==> config.mk <==
export PLATFORM = sky130hd
export DESIGN_NAME = adxl362_sequencer
export DESIGN_NICKNAME = d
export VERILOG_FILES = /design/src/rtl/adxl362_sequencer.sv
export SDC_FILE = /design/constraint.sdc
export NUM_CORES = 1
export LEC_CHECK = 0
export BUFFER_PORTS_ARGS = -buffer_cell sky130_fd_sc_hd__buf_2
export CAP_MARGIN = 5
export CORE_MARGIN = 8
export CORE_UTILIZATION = 50
export CTS_CLUSTER_SIZE = 24
export DETAILED_ROUTE_END_ITERATION = 8
export GPL_TIMING_DRIVEN = 0
export MAX_ROUTING_LAYER = met4
export PLACE_DENSITY = 0.74
export SYNTH_ARGS = -nofsm -noshare
export SYNTH_HDL_FRONTEND = slang
export SYNTH_SLANG_ARGS = --single-unit
==> constraint.sdc <==
create_clock -name clk_i -period 2.35 [get_ports clk_i]
set_input_delay 0.1175 -clock clk_i [delete_from_list [all_inputs] [get_ports clk_i]]
set_output_delay 0.1175 -clock clk_i [all_outputs]
set_load 0.01 [all_outputs]
==> src/rtl/adxl362_sequencer.sv <==
// rtl/adxl362_sequencer.sv - ADXL362 bring-up and data-ready driven XYZ sample sequencer.
// Frames SPI transactions on a single-byte SPI engine and publishes the latest sample.
module adxl362_sequencer #(
    parameter logic [7:0] FILTER_CFG  = 8'h13,
    parameter logic [7:0] INTMAP1_CFG = 8'h01,
    parameter int         CS_GAP      = 4
) (
    input  logic        clk_i,
    input  logic        rst_i,
    input  logic        enable_i,
    input  logic        int1_i,
    output logic        spi_start_o,
    output logic [7:0]  spi_data_o,
    input  logic [7:0]  spi_data_i,
    input  logic        spi_done_i,
    output logic        ncs_o,
    output logic [15:0] x_o,
    output logic [15:0] y_o,
    output logic [15:0] z_o,
    output logic        sample_valid_o,
    output logic        ready_o,
    output logic        id_error_o
);

    typedef enum logic [3:0] {
        S_IDLE,
        S_ID_RD,
        S_CFG_FILT,
        S_CFG_INT,
        S_CFG_PWR,
        S_WAIT_INT,
        S_DATA_RD,
        S_GAP,
        S_ERROR
    } state_t;

    localparam logic [7:0] GAP_LAST = 8'(CS_GAP - 1);

    state_t      r_state;
    state_t      r_ret;
    state_t      w_next;
    state_t      w_ret_next;

    logic [2:0]  r_cnt;
    logic        r_busy;
    logic        r_launch;
    logic [7:0]  r_gap;
    logic        r_ncs;
    logic        r_start;
    logic [7:0]  r_data;
    logic [2:0]  r_int_sync;
    logic        r_int_pending;
    logic [7:0]  r_xl;
    logic [7:0]  r_xh;
    logic [7:0]  r_yl;
    logic [7:0]  r_yh;
    logic [7:0]  r_zl;
    logic [15:0] r_x;
    logic [15:0] r_y;
    logic [15:0] r_z;
    logic        r_valid;
    logic        r_ready;
    logic        r_id_err;

    logic [2:0]  w_last_idx;
    logic        w_byte_done;
    logic        w_last_done;
    logic        w_id_ok;
    logic        w_gap_done;
    logic        w_int_rise;
    logic        w_enter_txn;

    function automatic logic is_txn(input state_t s);
        case (s)
            S_ID_RD, S_CFG_FILT, S_CFG_INT, S_CFG_PWR, S_DATA_RD: return 1'b1;
            default: return 1'b0;
        endcase
    endfunction

    function automatic logic [7:0] tx_byte(input state_t s, input logic [2:0] idx);
        case (s)
            S_ID_RD:    return (idx == 3'd0) ? 8'h0B : 8'h00;
            S_CFG_FILT: return (idx == 3'd0) ? 8'h0A : (idx == 3'd1) ? 8'h2C : FILTER_CFG;
            S_CFG_INT:  return (idx == 3'd0) ? 8'h0A : (idx == 3'd1) ? 8'h2A : INTMAP1_CFG;
            S_CFG_PWR:  return (idx == 3'd0) ? 8'h0A : (idx == 3'd1) ? 8'h2D : 8'h02;
            S_DATA_RD:  return (idx == 3'd0) ? 8'h0B : (idx == 3'd1) ? 8'h0E : 8'h00;
            default:    return 8'h00;
        endcase
    endfunction

    assign w_last_idx  = (r_state == S_DATA_RD) ? 3'd7 : 3'd2;
    assign w_byte_done = r_busy & spi_done_i;
    assign w_last_done = w_byte_done & (r_cnt == w_last_idx);
    assign w_id_ok     = (spi_data_i == 8'hAD);
    assign w_gap_done  = (r_state == S_GAP) && (r_gap == GAP_LAST);
    assign w_int_rise  = r_int_sync[1] & ~r_int_sync[2];
    assign w_enter_txn = (w_next != r_state) && is_txn(w_next);

    always_ff @(posedge clk_i) begin
        if (rst_i) begin
            r_state <= S_IDLE;
            r_ret   <= S_IDLE;
        end else begin
            r_state <= w_next;
            r_ret   <= w_ret_next;
        end
    end

    always_comb begin
        w_next     = r_state;
        w_ret_next = r_ret;
        case (r_state)
            S_IDLE: begin
                if (enable_i) w_next = S_ID_RD;
            end
            S_ID_RD: begin
                if (w_last_done) begin
                    w_next     = w_id_ok ? S_GAP : S_ERROR;
                    w_ret_next = S_CFG_FILT;
                end
            end
            S_CFG_FILT: begin
                if (w_last_done) begin
                    w_next     = S_GAP;
                    w_ret_next = S_CFG_INT;
                end
            end
            S_CFG_INT: begin
                if (w_last_done) begin
                    w_next     = S_GAP;
                    w_ret_next = S_CFG_PWR;
                end
            end
            S_CFG_PWR, S_DATA_RD: begin
                if (w_last_done) begin
                    w_next     = S_GAP;
                    w_ret_next = S_WAIT_INT;
                end
            end
            S_GAP: begin
                if (w_gap_done) w_next = enable_i ? r_ret : S_IDLE;
            end
            S_WAIT_INT: begin
                if (!enable_i)          w_next = S_IDLE;
                else if (r_int_pending) w_next = S_DATA_RD;
            end
            S_ERROR: begin
                if (!enable_i) w_next = S_IDLE;
            end
            default: w_next = S_IDLE;
        endcase
    end

    always_ff @(posedge clk_i) begin
        if (rst_i) begin
            r_cnt         <= 3'd0;
            r_busy        <= 1'b0;
            r_launch      <= 1'b0;
            r_gap         <= 8'd0;
            r_ncs         <= 1'b1;
            r_start       <= 1'b0;
            r_data        <= 8'h00;
            r_int_sync    <= 3'b000;
            r_int_pending <= 1'b0;
            r_xl          <= 8'h00;
            r_xh          <= 8'h00;
            r_yl          <= 8'h00;
            r_yh          <= 8'h00;
            r_zl          <= 8'h00;
            r_x           <= 16'h0000;
            r_y           <= 16'h0000;
            r_z           <= 16'h0000;
            r_valid       <= 1'b0;
            r_ready       <= 1'b0;
            r_id_err      <= 1'b0;
        end else begin
            r_start    <= 1'b0;
            r_valid    <= 1'b0;
            r_int_sync <= {r_int_sync[1:0], int1_i};
            r_gap      <= (r_state == S_GAP) ? r_gap + 8'd1 : 8'd0;

            // A fresh edge wins over the clear so a coinciding request is never dropped.
            if (w_int_rise)
                r_int_pending <= 1'b1;
            else if (r_state == S_WAIT_INT && w_next == S_DATA_RD)
                r_int_pending <= 1'b0;

            if (w_enter_txn) begin
                r_ncs    <= 1'b0;
                r_launch <= 1'b1;
                r_cnt    <= 3'd0;
            end

            if (r_launch) begin
                r_launch <= 1'b0;
                r_start  <= 1'b1;
                r_data   <= tx_byte(r_state, 3'd0);
                r_busy   <= 1'b1;
            end

            if (w_byte_done) begin
                if (w_last_done) begin
                    r_busy <= 1'b0;
                    r_cnt  <= 3'd0;
                    r_ncs  <= 1'b1;
                end else begin
                    r_cnt   <= r_cnt + 3'd1;
                    r_start <= 1'b1;
                    r_data  <= tx_byte(r_state, r_cnt + 3'd1);
                end
                if (r_state == S_DATA_RD) begin
                    case (r_cnt)
                        3'd2: r_xl <= spi_data_i;
                        3'd3: r_xh <= spi_data_i;
                        3'd4: r_yl <= spi_data_i;
                        3'd5: r_yh <= spi_data_i;
                        3'd6: r_zl <= spi_data_i;
                        3'd7: begin
                            r_x     <= {r_xh, r_xl};
                            r_y     <= {r_yh, r_yl};
                            r_z     <= {spi_data_i, r_zl};
                            r_valid <= 1'b1;
                        end
                        default: ;
                    endcase
                end
            end

            if (r_state == S_CFG_PWR && w_last_done)
                r_ready <= 1'b1;
            if (r_state == S_ID_RD && w_last_done && !w_id_ok)
                r_id_err <= 1'b1;
            if (r_state != S_IDLE && w_next == S_IDLE) begin
                r_ready  <= 1'b0;
                r_id_err <= 1'b0;
            end
        end
    end

    assign spi_start_o    = r_start;
    assign spi_data_o     = r_data;
    assign ncs_o          = r_ncs;
    assign x_o            = r_x;
    assign y_o            = r_y;
    assign z_o            = r_z;
    assign sample_valid_o = r_valid;
    assign ready_o        = r_ready;
    assign id_error_o     = r_id_err;

endmodule

# == Word-level counts from Yosys, hierarchy flattened ==
# Index checks and enable logic that the tools add are counted.
# totals
ff_bits,126
latchBits,0
ramBits,0
mem_bits_ro,0
input_bits,13
out_inout_bits,61
word_cells,137
n_memories,0
# classes
n_addsub,2
multipliers,0
div,0
order_cmp,0
eq_ne,28
shift,0
mux,47
bitwise_logic,7
reduce_logical,31
# ops
operator,n
$mux W4,16
$mux W6,6
$pmux W6 S5,1
$eq A4 B3 Y1 const B,6
$mux W8,3
$pmux W4 S6,1
$reduce_and A3 Y1,6
$eq A4 B2 Y1 const B,4
$pmux W4 S4,1
$mux W1,14
$eq A3 B3 Y1 const B,4
$mux W3,4
$reduce_or A2 Y1,5
$add A8 B1 Y8 const B,1
$eq A4 B1 Y1 const B,2
$eq A8 B2 Y1 const B,1
$eq A8 B8 Y1 const B,1
$logic_not A4 Y1,2
$ne A2 B2 Y1 const B,4
$pmux W4 S2,1
$reduce_bool A4 Y1,2
$logic_and A1 B1 Y1,7
$eq A3 B2 Y1 const B,2
$reduce_or A3 Y1,2
13 further kinds,19

# == Longest topological paths before layout ==
# depth
depth_word,13
ltp_mapped,9
depth_no_buf,8

# == Worst setup path after synthesis ==
# No wires, ideal clock.
# synth_path
path_kind,register to register
startpoint,register r_gap[0]
endpoint,register r_cnt[2]
setup_time_ns,0.096
arrival_ns,2.078
required_ns,2.254
setup_slack_ns,0.176
stages_incl_launch_ff,9
n_path_buf,0
synth_period_minus_slack_ns,2.174
path_cell_list,dfxtp_1 -> ha_1 -> nor3b_1 -> a31oi_1 -> a21oi_1 -> a21oi_1 -> nor4_1 -> a21oi_4 -> o41ai_2
# synth_via
elab_chain_cells,9
# synth_rtl
element,line,text
start: declaration,47,logic [7:0] r_gap;
start signal: assignment,180,r_gap <= (r_state == S_GAP) ? r_gap + 8'd1 : 8'd0;
$eq A8 B2 Y1 *,95,assign w_gap_done = (r_state == S_GAP) && (r_gap == GAP_LAST);
$logic_and A1 B1 Y1 *,95,
$mux W4 *,141,if (w_gap_done) w_next = enable_i ? r_ret : S_IDLE;
$pmux W4 S6 *,112,case (r_state)
$eq A4 B3 Y1 (tied with other cells),74,case (s)
$reduce_or A5 Y1,74,
$mux W1,74,
$logic_and A1 B1 Y1 *,97,assign w_enter_txn = (w_next != r_state) && is_txn(w_next);
$reduce_bool A2 Y1 (no source line) *,n/a,
end signal: assignment,207,r_cnt <= r_cnt + 3'd1;
end: declaration,44,logic [2:0] r_cnt;
# Mark *: on every way between the ends. The rest lies on a longest branch, timed or not.
# A chain may end at the register's enable or synchronous reset.

# == Worst setup path in the final report ==
# layout_path
startpoint,register r_state[0]
endpoint,register r_launch
# layout_via
elab_chain_cells,11
# layout_rtl
element,line,text
start: declaration,39,state_t r_state;
start signal: assignment,104,r_state <= w_next;
$eq A4 B3 Y1,"91, 112",
$mux W3,91,assign w_last_idx = (r_state == S_DATA_RD) ? 3'd7 : 3'd2;
$eq A3 B3 Y1,93,assign w_last_done = w_byte_done & (r_cnt == w_last_idx);
$and A1 B1 Y1,93,
"$mux W4, on equally long branches",n/a,
$pmux W4 S6,112,
$eq A4 B3 Y1 (tied with other cells),74,
$reduce_or A5 Y1,74,
$mux W1,74,
$logic_and A1 B1 Y1 *,97,
$mux W1 *,188,if (w_enter_txn) begin
end signal: assignment,158,r_launch <= 1'b0;
end signal: assignment,190,r_launch <= 1'b1;
end signal: assignment,195,r_launch <= 1'b0;
end: declaration,46,logic r_launch;
# Marked as above.

==> summary.md <==
| Metric | Value |
|---|---|
| Start point of the worst hold path | spi_done_i |
| Final Util | 65.30% |
| Clk slew on worst S/H paths | ~60 ps |
| Die area | roughly 0.014 mm² |
| CTS tree | yes |
| Final setup violation count | 0 |
| Site Rows | 36 |
| Post-synthesis cell area | 0.005031 mm² |
| Worst slew margin | 61.19% |
| Die Y | 116.3 µm |
| CTS Buffer Depth | 2 |
| Synth Register Bits | 125 |
| Comb pwr share | 4.0% |
| # DRC | 0 |
| Hpwl dp | between 9000 and 10000 µm |
| Minimum clock period | 2313 ps |
| Drt first pass iters | 5 |
| Synth Area per Inst | 8.571 µm² |
| Sink Count | between 100 and 150 |
| Max cap viols | 0 |
| Max-slew violations | 0 |
| CTS buffer count | 17 |
| Final #Nets | 713 |
| Clock power share | 52.6% |
| Final setup margin | 36.66 ps |
| Async SR Flop Fraction | 0% |
| Yosys top cell area share | 49.74% |
| Clk_lat worst skew | roughly 520 ps |
| Layout cells sized above 1 | 20.31% |
| Post-Syn Nets | 609 |
| Dominant synthesized flop cell | dfxtp_1 |
| Pin count of the biggest net entering global routing | 17 |
| Max frequency | 432.3 MHz |
| Yosys Warn Count | 0 |
| Setup TNS | 0 ps |
| CP Data Required Time | 2820 ps |
| Largest cells by area after synthesis | dfxtp_1 50%, nand2_1 9.0%, a21oi_1 7.5% |
| Final period utilization | about 98% |
| Worst IR drop on VDD | about 0.00042 V |
| CP max stage cell | or4_4 |
| GRT overflow | 0 |
| Initial Util | a little over 50% |
| Worst R2R Path Depth | 8 |
| Post-route ant nets | 0 |
| Gpl congestion | around 1 |
| Setup crit end kind | flip-flop |
| Vias in the first global route | 4438 |
| Antenna violations before repair | 0 |
| First-pass GRT wire length | 21140 µm |
| Detailed-route via count | 4493 |
| WL final | 13060 µm |
| Die W | 116.3 µm |
| Seq/Total Area, Yosys | roughly half |
| Min-Delay Endpoint | r_cnt[1] |
| P per Cell Area | 772.4 mW/mm² |
| Int Power | 0.003873 W |
| Static leakage | 2.727 nW |
| Share of total power in sequential cells | 43.4% |
| Top-level I/O count | 74 |
| Vias per cell | 5.368 |
| Reg-to-reg startpoint | r_state[0] |
| Yosys top cell by area | dfxtp_1 |
| Worst EP arrival | 2780 ps |
| Clk root buf | clkbuf_8 |
| Crit-path cells | buf_6 -> inv_4 -> or4_1 -> or4_4 -> a21boi_4 -> nor4_4 -> a21oi_4 -> and2_4 |
| Sw Ratio | 21.44% |
| # diodes | 0 |
| Kind of critical path | reg -> reg |
| CP peak stage delay | 580 ps |
| Startpoint Class | flip-flop |
| Place WS | -257.1 ps |
| Worst reg2reg endpoint | r_launch |
| Critical Path Source | r_state[0] |
| Total GRT Usage | 20.57% |
| CTS H-tree depth | 4 |
| Core box area | 0.009774 mm² |
| EDFF count, synth | 0 |
| Avg WL per Cell | 15.60 µm |
| Final Hold Vio Count | 0 |
| Worst-margin pin slew | slightly below 600 ps |
| Layout area overhead | 26.86% |
| Mapped Cells | roughly 590 |
| Netlist cell types | 57 |
| Max Fanout on Critical Path | 8 |
| Drt first-iter violations | about 380 |
| Port Buf Inserts | 72 |
| Status | completed |
| Switching power | 0.001057 W |
| Worst hold stages | 3 |
| Register-to-register setup slack | 40 ps |
| Hold/Removal Path Class | in -> reg |
| Clock skew | 6.210 ps |
-- state kept, by name, indices dropped and copies added (netlist names), 4 cells and up --
| name | flops |
|---|---|
| r_gap | 8 |
| r_state | 4 |
| r_xh | 8 |
| r_xl | 8 |
| r_yh | 8 |
| r_yl | 8 |
| r_zl | 8 |
| spi_data_o | 8 |
| x_o | 16 |
| y_o | 16 |
| z_o | 16 |
-- cells in the mapped netlist, types with 2 or more instances --
cell type    n
and3_1       4
nand2_1    120
dfxtp_1    125
a31oi_1      5
buf_2        2
nand3_1     21
a211oi_1     2
or2_2        2
o21ai_0      8
and2_1       3
mux2i_1     36
xor2_1       4
nor3b_1      3
nand3b_1     4
nor2b_1      4
nand4b_1     2
buf_1        2
xnor2_1      3
nor4_1       3
o41ai_2      2
clkbuf_1    30
a21oi_1     75
nand4_1      2
nor2_1      66
inv_1       11
o21ai_1      3
ha_1         9
o2111ai_1    2
nor3_1       6
-- stage by stage --
stage                     std cells  hold WS, ps  instance area [µm²]  total power [W]
final                           837        111.4                 6382         0.004930
after global routing            837        90.26                 6382         0.005081
after CTS                       835        79.44                 6285         0.004942
after detailed placement        792        344.9                 5558         0.002350
after global placement          792        335.0                 5558         0.002348
after floorplan                 587        245.7                 5031         0.002283
-- worst max-delay path: cells and delay by family (launching register included) --
family,cells,cell delay (ps)
buf+inv,2,180
compound gates,2,410
simple gates,4,1360
flops,1,320
-- cell type report --
type	instances	area [µm²]
Tap cell	133	166.4
Fill cell	808	3392
Multi-Input combinational cell	415	2435
Clock inverter	10	137.6
Buffer	35	153.9
Timing Repair Buffer	85	483.0
Clock buffer	22	452.9
Inverter	12	47.55
Sequential cell	125	2506
-- repair_timing --
item / 4_1_cts / 5_1_grt
hold buffers: 10 / 0
pin swaps: 3 / 4
setup endpoints to repair: 9 / 36
resized for setup: 6 / 28
endpoints found under the hold margin: 48 / 0
buffers inserted: 1 / 2
-- worst max path at each step --
stage / cells after the start / endpoint / slack (ps)
after global routing: 8 / r_cnt[2] / -10
after detailed placement: 8 / r_cnt[2] / -260
final: 8 / r_launch / 40
after CTS: 7 / r_cnt[2] / -3
after floorplan: 8 / r_cnt[2] / 180
after global placement: 8 / r_cnt[2] / -210
-- cell usage in the layout (no fill, tap or decap), types with 5 or more instances in the layout --
cell type and instances:
dfxtp_1 122, nand2_1 120, buf_2 74, a21oi_1 72
nor2_1 63, mux2i_1 35, clkbuf_1 29, nand3_1 20
clkbuf_16 16, inv_1 11, dlygate4sd3_1 10, ha_1 9
o21ai_0 8, nor3_1 6, a31oi_1 5
-- power groups by stage --
stage	clock network, W	registers, W	logic [W]
6_report	0.00259	0.00214	0.000198
5_1_grt	0.00273	0.00214	0.000213
4_1_cts	0.00262	0.00214	0.000183
3_5_place_dp	0	0.00218	0.000166
3_3_place_gp	0	0.00218	0.000164
2_1_floorplan	0	0.00219	0.0000982
-- cell families (layout without fill, tap and decap cells) --
kind of cell	count (synthesis)	after routing	share of synthesized area (%)
multiplexers	38	38	7.685
buffers and inverters	47	164	3.706
AND/OR/NAND/NOR	247	247	21.76
XOR/XNOR	7	7	1.219
flip-flops	125	125	49.74
AO/OA/AOI/OAI	114	114	13.65
adder cells (fa/ha/maj)	9	9	2.238
-- metal layers --
layer	track usage, %	vias up	share of wire (%)
met5	-	-	0
met3	5.481	15	4.5
li1	-	2219	-
met1	22.78	2168	44
met2	34.82	91	50
met4	7.692	0	1.3
Power figures use the tool's default switching activity.
